==> src/rtl/drum_host_driver.sv <==
// Bus initiator for the DRUM register file: writes an operand pair, waits out the
// compute interval, reads the 16-bit result back and returns it on a response channel.
module drum_host_driver #(
    parameter int ADDR_BITS   = 5,
    parameter int A_ADDR      = 0,
    parameter int B_ADDR      = 1,
    parameter int RLO_ADDR    = 2,
    parameter int RHI_ADDR    = 3,
    parameter int WAIT_CYCLES = 2
) (
    input  logic                 clk,
    input  logic                 rst_n,
    input  logic                 req_valid,
    output logic                 req_ready,
    input  logic signed [7:0]    req_a,
    input  logic signed [7:0]    req_b,
    output logic                 rsp_valid,
    input  logic                 rsp_ready,
    output logic [15:0]          rsp_r,
    output logic [ADDR_BITS-1:0] bus_addr,
    output logic                 bus_wr_en,
    output logic [7:0]           bus_wdata,
    input  logic [7:0]           bus_rdata,
    output logic                 busy,
    output logic [7:0]           txn_count
);

    localparam int CNT_W = (WAIT_CYCLES > 1) ? $clog2(WAIT_CYCLES) : 1;
    localparam logic [CNT_W-1:0] WAIT_LOAD = CNT_W'((WAIT_CYCLES > 0) ? WAIT_CYCLES - 1 : 0);

    localparam logic [ADDR_BITS-1:0] A_AD   = ADDR_BITS'(A_ADDR);
    localparam logic [ADDR_BITS-1:0] B_AD   = ADDR_BITS'(B_ADDR);
    localparam logic [ADDR_BITS-1:0] RLO_AD = ADDR_BITS'(RLO_ADDR);
    localparam logic [ADDR_BITS-1:0] RHI_AD = ADDR_BITS'(RHI_ADDR);

    typedef enum logic [2:0] {
        ST_IDLE, ST_WR_A, ST_WR_B, ST_WAIT, ST_RD_LO, ST_RD_HI, ST_CAP_HI, ST_RESP
    } state_t;

    state_t                  state;
    logic signed [7:0]       b_q;
    logic        [CNT_W-1:0] wait_cnt;

    assign req_ready = (state == ST_IDLE);
    assign busy      = (state != ST_IDLE);

    // Bus outputs are computed for the state being entered, so each defaults to idle
    // and only the transitions into a bus-active state override them.
    always_ff @(posedge clk) begin
        if (!rst_n) begin
            state     <= ST_IDLE;
            bus_addr  <= '0;
            bus_wr_en <= 1'b0;
            bus_wdata <= 8'd0;
            rsp_valid <= 1'b0;
            rsp_r     <= 16'd0;
            txn_count <= 8'd0;
            wait_cnt  <= '0;
        end else begin
            bus_addr  <= '0;
            bus_wr_en <= 1'b0;
            bus_wdata <= 8'd0;
            case (state)
                ST_IDLE: begin
                    if (req_valid) begin
                        b_q       <= req_b;
                        bus_addr  <= A_AD;
                        bus_wr_en <= 1'b1;
                        bus_wdata <= req_a;
                        state     <= ST_WR_A;
                    end
                end
                ST_WR_A: begin
                    bus_addr  <= B_AD;
                    bus_wr_en <= 1'b1;
                    bus_wdata <= b_q;
                    state     <= ST_WR_B;
                end
                ST_WR_B: begin
                    if (WAIT_CYCLES > 0) begin
                        wait_cnt <= WAIT_LOAD;
                        state    <= ST_WAIT;
                    end else begin
                        bus_addr <= RLO_AD;
                        state    <= ST_RD_LO;
                    end
                end
                ST_WAIT: begin
                    if (wait_cnt == '0) begin
                        bus_addr <= RLO_AD;
                        state    <= ST_RD_LO;
                    end else begin
                        wait_cnt <= wait_cnt - CNT_W'(1);
                    end
                end
                ST_RD_LO: begin
                    bus_addr <= RHI_AD;
                    state    <= ST_RD_HI;
                end
                // Read data lags the address by one cycle: low byte arrives during RD_HI.
                ST_RD_HI: begin
                    rsp_r[7:0] <= bus_rdata;
                    state      <= ST_CAP_HI;
                end
                ST_CAP_HI: begin
                    rsp_r[15:8] <= bus_rdata;
                    rsp_valid   <= 1'b1;
                    state       <= ST_RESP;
                end
                ST_RESP: begin
                    if (rsp_ready) begin
                        rsp_valid <= 1'b0;
                        txn_count <= txn_count + 8'd1;
                        state     <= ST_IDLE;
                    end
                end
                default: state <= ST_IDLE;
            endcase
        end
    end

endmodule
==> config.mk <==
export PLATFORM = sky130hd
export DESIGN_NAME = drum_host_driver
export DESIGN_NICKNAME = d
export VERILOG_FILES = /design/src/rtl/drum_host_driver.sv
export SDC_FILE = /design/constraint.sdc
export NUM_CORES = 1
export LEC_CHECK = 0
export ABC_CLOCK_PERIOD_IN_PS = 1700
export CORE_ASPECT_RATIO = 0.7
export CORE_UTILIZATION = 39
export DETAILED_ROUTE_END_ITERATION = 6
export PLACE_DENSITY = 0.78
export SLEW_MARGIN = 20
export SYNTH_ARGS = -nofsm -noshare
export SYNTH_HDL_FRONTEND = slang
export SYNTH_SLANG_ARGS = --single-unit
==> constraint.sdc <==
create_clock -name clk -period 1.7 [get_ports clk]
set_clock_uncertainty 0.2 [all_clocks]
set_input_delay 0.34 -clock clk [delete_from_list [all_inputs] [get_ports clk]]
set_output_delay 0.34 -clock clk [all_outputs]
set_load 0.02 [all_outputs]
After elaboration in Yosys (flattened, before gate mapping) --
Cells that the tools add are included.
Word-level totals: register bits after elaboration 51
Operators by class: muxes and demuxes 14, reduce and logical (&&, ||, !) cells 8, equality and inequality tests 10, $add $sub $neg 2
Operators with widths (number):
- 3-bit one-hot mux with 8 select lines | 1
- 8-bit one-hot mux with 2 select lines | 1
- 3-bit equality test, second input constant | 4
- 3-bit 2-to-1 mux | 3
- 8-bit by 1-bit adder with 8-bit output, second input constant | 1
- 8-bit 2-to-1 mux | 1
- 3-bit by 2-bit equality test with 1-bit output, second input constant | 2
- 2-bit != test, second input constant | 3
- 1-bit one-hot mux with 2 select lines | 3
- 2-bit one-hot mux with 3 select lines | 1
- 3-bit AND reduction | 2
- 2-bit AND reduction | 2
- 2-bit nonzero test | 2
- 3-bit by 1-bit equality test with 1-bit output, second input constant | 1
- 3-bit logical NOT | 1
- 1-bit 2-to-1 mux | 3
- 3-bit nonzero test | 1
- 2-bit 2-to-1 mux | 1
- 1-bit subtractor, second input constant | 1

Depth between registers and ports, before layout --
Gate-level depths: netlist (run 1).
word-level depth 3, depth in mapped cells 5, gate-level depth less buffers 4

Worst setup path before layout (run 1) --
OpenSTA, ideal clock, no wires.
kind reg2out, start point reg state[2], end point out busy, setup slack -0.188 ns, stages on the path, launching flop included 5, data arrival time 1.348 ns, required time 1.160 ns, path through dfxtp_1 -> buf_2 -> buf_2 -> nor3_1 -> inv_1
Between the ends: word-level cells in the longest chain between the ends 1
Ends and longest elaborated chain:
- from (decl) | RTL line 40 | state_t state;
- from (signal assigned) | RTL line 51 | state <= ST_IDLE;
- from (signal assigned) | RTL line 70 | state <= ST_WR_A;
- from (signal assigned) | RTL line 77 | state <= ST_WR_B;
- 3-bit nonzero test | RTL line 45 | assign busy = (state != ST_IDLE);
- to (decl) | RTL line 24 | output logic busy,
Every way passes these cells.

Final worst setup path (run 1) --
start point reg state[1], end point reg b_q[4] (enable)
Between the ends: word-level cells in the longest chain between the ends 2
Ends and longest elaborated chain:
- 3-bit logical NOT | RTL line 63 | case (state)
- 3-bit AND reduction (no source line)
- to (signal assigned) | RTL line 66 | b_q <= req_b;
- to (decl) | RTL line 41 | logic signed [7:0] b_q;
Every way passes these cells. A chain may end at the register's enable or synchronous reset.

==> results by group, run 1 <==
STA
  • Final period utilization: 96.52%
  • Final Hold Fails: 0
  • RSZ-0062 raised after global routing: yes
  • Minimum clock period: around 1.6 ns
  • Final setup fails: 0
  • Setup tns final: 0 ns
  • Slew Viols, Final: 0
  • FMAX: 609.5 MHz

Pwr
  • PwrDens: 825.3 nW/um^2
  • Maximum vdd ir drop: 0.5536 mV
  • Lkg Pwr: 1.350 nW

Global routing
  • Met3 GRT Util: approximately 4.6%
  • Tot GR Track Use: approximately 17%
  • Initial antenna violation count: 0
  • Grt met2 use: roughly a quarter
  • Vias in the first global route: between 1000 and 1500
  • Remaining Overflow, GRT: 0
  • First-pass GRT wire length: 6396 um
  • GR peak layer: met2
  • Met1 Usage GRT: 22.91%
  • Largest net degree at the start of global routing: 18

Finish
  • Area of the multi-input gates: 734.5 sq um
  • Area growth syn-to-layout: 53.24%
  • Register area: 1047 sq um
  • Finished Core Util: 63.13%
  • Total Nets Final: 288
  • Share of layout cells above drive strength 1: 18.85%
  • Ant. Diodes: 0
  • Fillers: 378

Run
  • Max Cap Viol: 0

Die
  • Die area: just under 5000 sq um
  • Die span in x: roughly 84 um
  • Std cell rows: 20
  • Initial Util: 41.19%
  • Top Ports: between 60 and 70
  • Chip height: 59.07 um
  • Core area: 4404 sq um

Logic synthesis
  • Number of cells produced by synthesis: 175
  • Synth Flop Type: dfxtp_1
  • Avg Cell Area, Syn: a little over 10 sq um
  • Leading post-synthesis cells by cell area: dfxtp_1 (44%), edfxtp_1 (13%), mux2i_1 (9.9%), nor2_1 (6.2%), a22oi_1 (3.3%)
  • Synthesized area: roughly 1800 sq um
  • Post-synthesis async set-or-reset flop share: 0%
  • Synth warnings: 0
  • Yosys top cell by area: dfxtp_1
  • Post-synth EDFFs: 8
  • Synth Register Bits: 48
  • Register area share after synthesis: 57.38%
  • Synth top area share: around 44%
  • Yosys cell types: 32

Detailed routing
  • Post-route ant nets: 0
  • Iter 0 DRT Violations: 44
  • Routed vias/inst: 4.879
  • DRT Wirelength: a little over 4000 um
  • Wire per inst: 13.10 um
  • Vias: 1537
  • DRC errors left: 0
  • TritonRoute pass-1 iters: 4

Critical path
  • Worst r2r src: state[1]
  • CP endpoint kind: flop
  • WP buf/inv: 2
  • CP cell instances: buf_6 -> buf_4 -> nor4b_4 -> and2_4
  • Worst Path Arrival: 1.45 ns
  • Worst setup path start: state[1]
  • Setup crit start kind: flop
  • Crit path max fanout: 8
  • Critical setup path kind: reg -> reg
  • Crit path largest cell delay: between 0.3 and 0.4 ns
  • Max stage delay cell, worst path: dfxtp_2
  • Crit path required time: 1.51 ns
  • Delay-heaviest family, CP: simple AND/OR/NAND/NOR gates

Placed design
  • GPL Wtd Cong: 0.8006
  • DP HPWL: 3018 um
  • Port Buf Inserts: 65

CTS
  • Worst-Skew Late Latency: 0.30 ns
  • CTS buffer count: 5
  • Sinks on Clock Net: 48
  • Cts hold-fix bufs: 0
  • Root Driver: clkbuf_8
  • CTS tree: done
  • Clock transition at the registers of the reported paths: 0.09 ns
  • CTS max path bufs: 2
  • H-Tree Depth: 2

Run status
  • Status: complete, no violations

Hold path
  • Min-delay worst type: reg -> reg
  • HP Start: rsp_valid
layout make-up:
cell class | count | share of cell area, %
clock buffer | 5 | 2.475
clock inverter | 3 | 0.6751
inverter | 6 | 0.8101
multi-input combinational | 109 | 26.42
sequential | 48 | 37.67
tap | 55 | 2.475
timing repair buffer | 89 | 29.48
cells in the mapped netlist (2+ instances only):
master / n
a21oi_1: 8
a22oi_1: 8
a31oi_1: 2
buf_2: 7
buf_4: 3
clkbuf_1: 4
dfxtp_1: 40
edfxtp_1: 8
inv_1: 5
mux2i_1: 18
nand2_1: 4
nand3_1: 5
nand3b_1: 2
nor2_1: 30
nor3_1: 2
o21ai_0: 7
o31ai_1: 2
or3_1: 5
or4_1: 2
final timing paths:
path,endpoint,slack [ns],depth (start not counted)
min reg2reg,rsp_valid,0.26,2
max,b_q[4],0.06,4
min,rsp_valid,0.26,2
max reg2reg,b_q[4],0.06,4
placed cells by master (no fill, tap or decap), drive strengths merged, types with 2 or more instances in the layout:
cell type / netlist / routed
a21oi: 8 / 8
a22oi: 8 / 8
a31oi: 2 / 2
buf: 10 / 26
clkbuf: 4 / 5
clkdlybuf4s50: 0 / 26
clkinv: 0 / 3
conb: 1 / 3
dfxtp: 40 / 40
dlygate4sd2: 0 / 37
edfxtp: 8 / 8
inv: 6 / 6
mux2i: 18 / 18
nand2: 4 / 4
nand3: 5 / 5
nand3b: 2 / 2
nor2: 30 / 30
nor3: 2 / 2
o21ai: 7 / 7
o31ai: 2 / 2
or3: 5 / 5
or4: 2 / 2
flip-flops by register name, summed over array words and instances, names as in the netlist:
register,count
rsp_r,16
txn_count,8
state,3
rsp_valid,1
bus_wdata,8
wait_cnt,1
b_q,8
bus_wr_en,1
bus_addr,2
cells by family after synthesis:
kind of cell	count (synthesis)	share of synthesized area [%]
AO/OA/AOI/OAI	28	9.448
XOR/XNOR	2	0.9657
adder cells (fa/ha/maj)	1	0.6895
buffers and inverters	20	5.241
flip-flops	48	57.38
multiplexers	18	9.931
other	1	0.2067
AND/OR/NAND/NOR	57	16.14
power by group:
group | internal, mW | switching [mW]
clock | 0.287 | 0.380
sequential | 1.21 | 0.0169
combinational | 0.204 | 0.201
what timing repair did:
action                     CTS  global route
setup buffers                4             1
gates resized for setup     47            12
pin swaps                    3             8
setup endpoints to repair   43            19
tightest hold or removal path, stage by stage (launching register included):
cell and delay [ns]:
dfxtp_1 0.31, nand2_1 0.05, a21oi_1 0.05
stage by stage:
stage	cell area (sq um)	hold WS (ns)	setup slack (ns)	total power, mW	std cells
2_1_floorplan	1836	0.2389	0.04196	1.446	177
3_3_place_gp	2670	0.2553	-0.2436	1.643	303
3_5_place_dp	2670	0.2574	-0.3402	1.650	303
4_1_cts	2749	0.2666	0.003177	2.305	315
5_1_grt	2780	0.2863	-0.006155	2.397	315
6_report	2780	0.2625	0.05921	2.295	315
routing by layer:
| layer | up-vias | part of all wire (%) |
|---|---|---|
| met5 | - | 0 |
| met4 | 0 | 0.82 |
| met3 | 5 | 4.3 |
| met2 | 30 | 45 |
| met1 | 728 | 50 |
| li1 | 774 | - |
Note: power is estimated with default switching activity, not from simulation.
==> run 2: changes to the inputs <==
- ABC_CLOCK_PERIOD_IN_PS: 1700 -> 1470
- clock period: 1.7 -> 1.47 ns (I/O delays scaled with it)
==> results by group, run 2 (synthesis results as in run 1) <==
Placed design
  • Place WS: -0.4852 ns (-0.1450 ns)
  • DP HPWL: 2985 um (-1.1%)
  • Placed cell areas: 2695 sq um (+0.94%)
  • Port Buf Inserts: 65 (unchanged)
  • GPL Wtd Cong: 0.8013 (about the same)

Global routing
  • Remaining Overflow, GRT: 0 (unchanged)
  • Initial antenna violation count: 0 (unchanged)
  • Tot GR Track Use: 19.03% (+2.3 points)
  • Vias in the first global route: 1480 (+9.4%)
  • Largest net degree at the start of global routing: 30 (+12)
  • First-pass GRT wire length: 7162 um (+12%)

CTS
  • CTS max path bufs: 2 (unchanged)
  • Worst-Skew Late Latency: 0.30 ns (about the same)
  • Cts hold-fix bufs: 0 (unchanged)
  • H-Tree Depth: 2 (unchanged)
  • CTS tree: done
  • Sinks on Clock Net: 48 (unchanged)
  • Root Driver: clkbuf_8
  • Clock transition at the registers of the reported paths: 0.09 ns (about the same)
  • CTS buffer count: 5 (unchanged)

STA
  • Minimum clock period: 1.664 ns (+0.02313 ns)
  • Hold slack: 0.2801 ns (+0.01756 ns)
  • Setup tns final: -3.598 ns (-3.598 ns)
  • FMAX: 601.0 MHz (-1.4%)
  • RSZ-0062 raised after global routing: yes
  • Setup ws final: -0.1939 ns (-0.2531 ns)
  • Final period utilization: 113.2% (+17 points)
  • Slew Viols, Final: 0 (unchanged)
  • Final Hold Fails: 0 (unchanged)
  • Final setup fails: 40 (+40)

Critical path
  • Crit path largest cell delay: 0.60 ns (+0.25 ns)
  • Max stage delay cell, worst path: or4_1
  • CP endpoint kind: flop
  • Critical setup path kind: reg -> reg
  • Worst r2r src: state[1]
  • Crit path required time: 1.51 ns (about the same)
  • CP cell instances: buf_6 -> nand4_1 -> or4_1 -> a21oi_2
  • Worst setup path start: state[1]
  • Delay-heaviest family, CP: simple AND/OR/NAND/NOR gates
  • WP buf/inv: 1 (-1)
  • Setup crit start kind: flop
  • Crit path max fanout: 5 (-3)
  • Worst Path Arrival: 1.70 ns (+0.25 ns)

Finish
  • Ant. Diodes: 0 (unchanged)
  • Most flop-heavy register: rsp_r
  • Cell area after layout: 2908 sq um (+4.6%)
  • Share of layout cells above drive strength 1: 33.21% (+14 points)
  • Area growth syn-to-layout: 60.28%
  • Highest-count cells in the layout ignoring fill and taps: dfxtp_1 (32), nor2_1 (30), clkdlybuf4s50_1 (26)
  • Area of the multi-input gates: 785.8 sq um (+7.0%)
  • Finished Core Util: 66.02% (+2.9 points)
  • Commonest non-fill, non-tap cell in the layout: dfxtp_1
  • Total Nets Final: 293 (+1.7%)
  • Max reg flops: 16 (unchanged)
  • Register area: 1059 sq um (+1.1%)
  • Fillers: 379 (+0.26%)

Die
  • Std cell rows: 20 (unchanged)
  • Initial Util: 41.19% (unchanged)
  • Top Ports: 69 (unchanged)
  • Core area: 4404 sq um (unchanged)
  • Chip height: 59.07 um (unchanged)
  • Die span in x: 83.52 um (unchanged)
  • Die area: 4933 sq um (unchanged)

Detailed routing
  • Routed vias/inst: 4.903 (+0.49%)
  • DRC errors left: 0 (unchanged)
  • TritonRoute pass-1 iters: 4 (unchanged)
  • Wl on met1: 2104 um (+1.7%)
  • Met3 wire length: 166 um (-6.2%)
  • Wire per inst: 13.88 um (+6.0%)
  • Top routing layer in use: met4
  • Vias: 1569 (+2.1%)
  • Post-route ant nets: 0 (unchanged)
  • Wire length on met2: 2097 um (+14%)
  • Iter 0 DRT Violations: 43 (-2.3%)
  • DRT Wirelength: 4441 um (+7.7%)

Hold path
  • HP Start: b_q[6]
  • Min-delay worst type: reg -> reg

Pwr
  • PwrDens: 970.5 nW/um^2 (+18%)
  • Maximum vdd ir drop: 0.7265 mV (+31%)
  • Lkg Pwr: 1.295 nW (-4.1%)

Run status
  • Failing checks: setup timing
  • Status: finished, violations left

Run
  • Max Cap Viol: 0 (unchanged)
## run 2: cell types whose count changed in the layout (fill, tap and decap cells not counted), sizes merged
cell	delta
inv	+1
dlygate4sd2	-34
buf	+7
clkbuf	+19
clkinvlp	+1
clkdlybuf4s15	+13
dlymetal6s2s	+1
clkinv	-3
## run 2: cell type report
class	count	area share, %
Tap cell	55	2.367
Inverter	6	0.7745
Clock buffer	6	2.840
Multi-Input combinational cell	109	27.02
Sequential cell	48	36.40
Timing Repair Buffer	94	30.12
Clock inverter	2	0.4733
## run 2: repair_timing
| item | in CTS | in global routing |
|---|---|---|
| gates resized for setup | 95 | 46 |
| gates cloned | 0 | 1 |
| setup buffers | 3 | 3 |
| pin swaps | 16 | 21 |
| setup endpoints to repair | 81 | 78 |
## run 2: metrics by stage
| step | instances | power (mW) |
|---|---|---|
| 2_1_floorplan | 177 | 1.680 |
| 3_3_place_gp | 306 | 1.906 |
| 3_5_place_dp | 306 | 1.919 |
| 4_1_cts | 317 | 2.777 |
| 5_1_grt | 320 | 2.947 |
| 6_report | 320 | 2.822 |
## run 2: path summary, 6_finish.rpt
kind                  end  slack (ns)  depth (start not counted)
min          bus_wdata[6]        0.28                          2
max reg2reg  txn_count[5]       -0.19                          4
min reg2reg  bus_wdata[6]        0.28                          2
max          txn_count[5]       -0.19                          4
## run 2: metal layers
metal	GRT usage (%)	vias to the layer above
li1	-	783
met1	23.81	737
met2	32.08	42
met3	4.735	7
met4	8.232	0
met5	0	-
## run 2: power breakdown
| part | total (mW) | leakage (nW) | internal [mW] | switching (mW) |
|---|---|---|---|---|
| logic | 0.567 | 0.845 | 0.307 | 0.260 |
| clock network | 0.833 | 0.0477 | 0.383 | 0.450 |
| registers | 1.42 | 0.403 | 1.39 | 0.0292 |
## run 2: worst min-delay path: cells and delay by family (launching register included)
kind	cells	cell delay [ns]
DFF	1	0.33
and+or+nand+nor	1	0.07
AOI/OAI and AO/OA	1	0.06
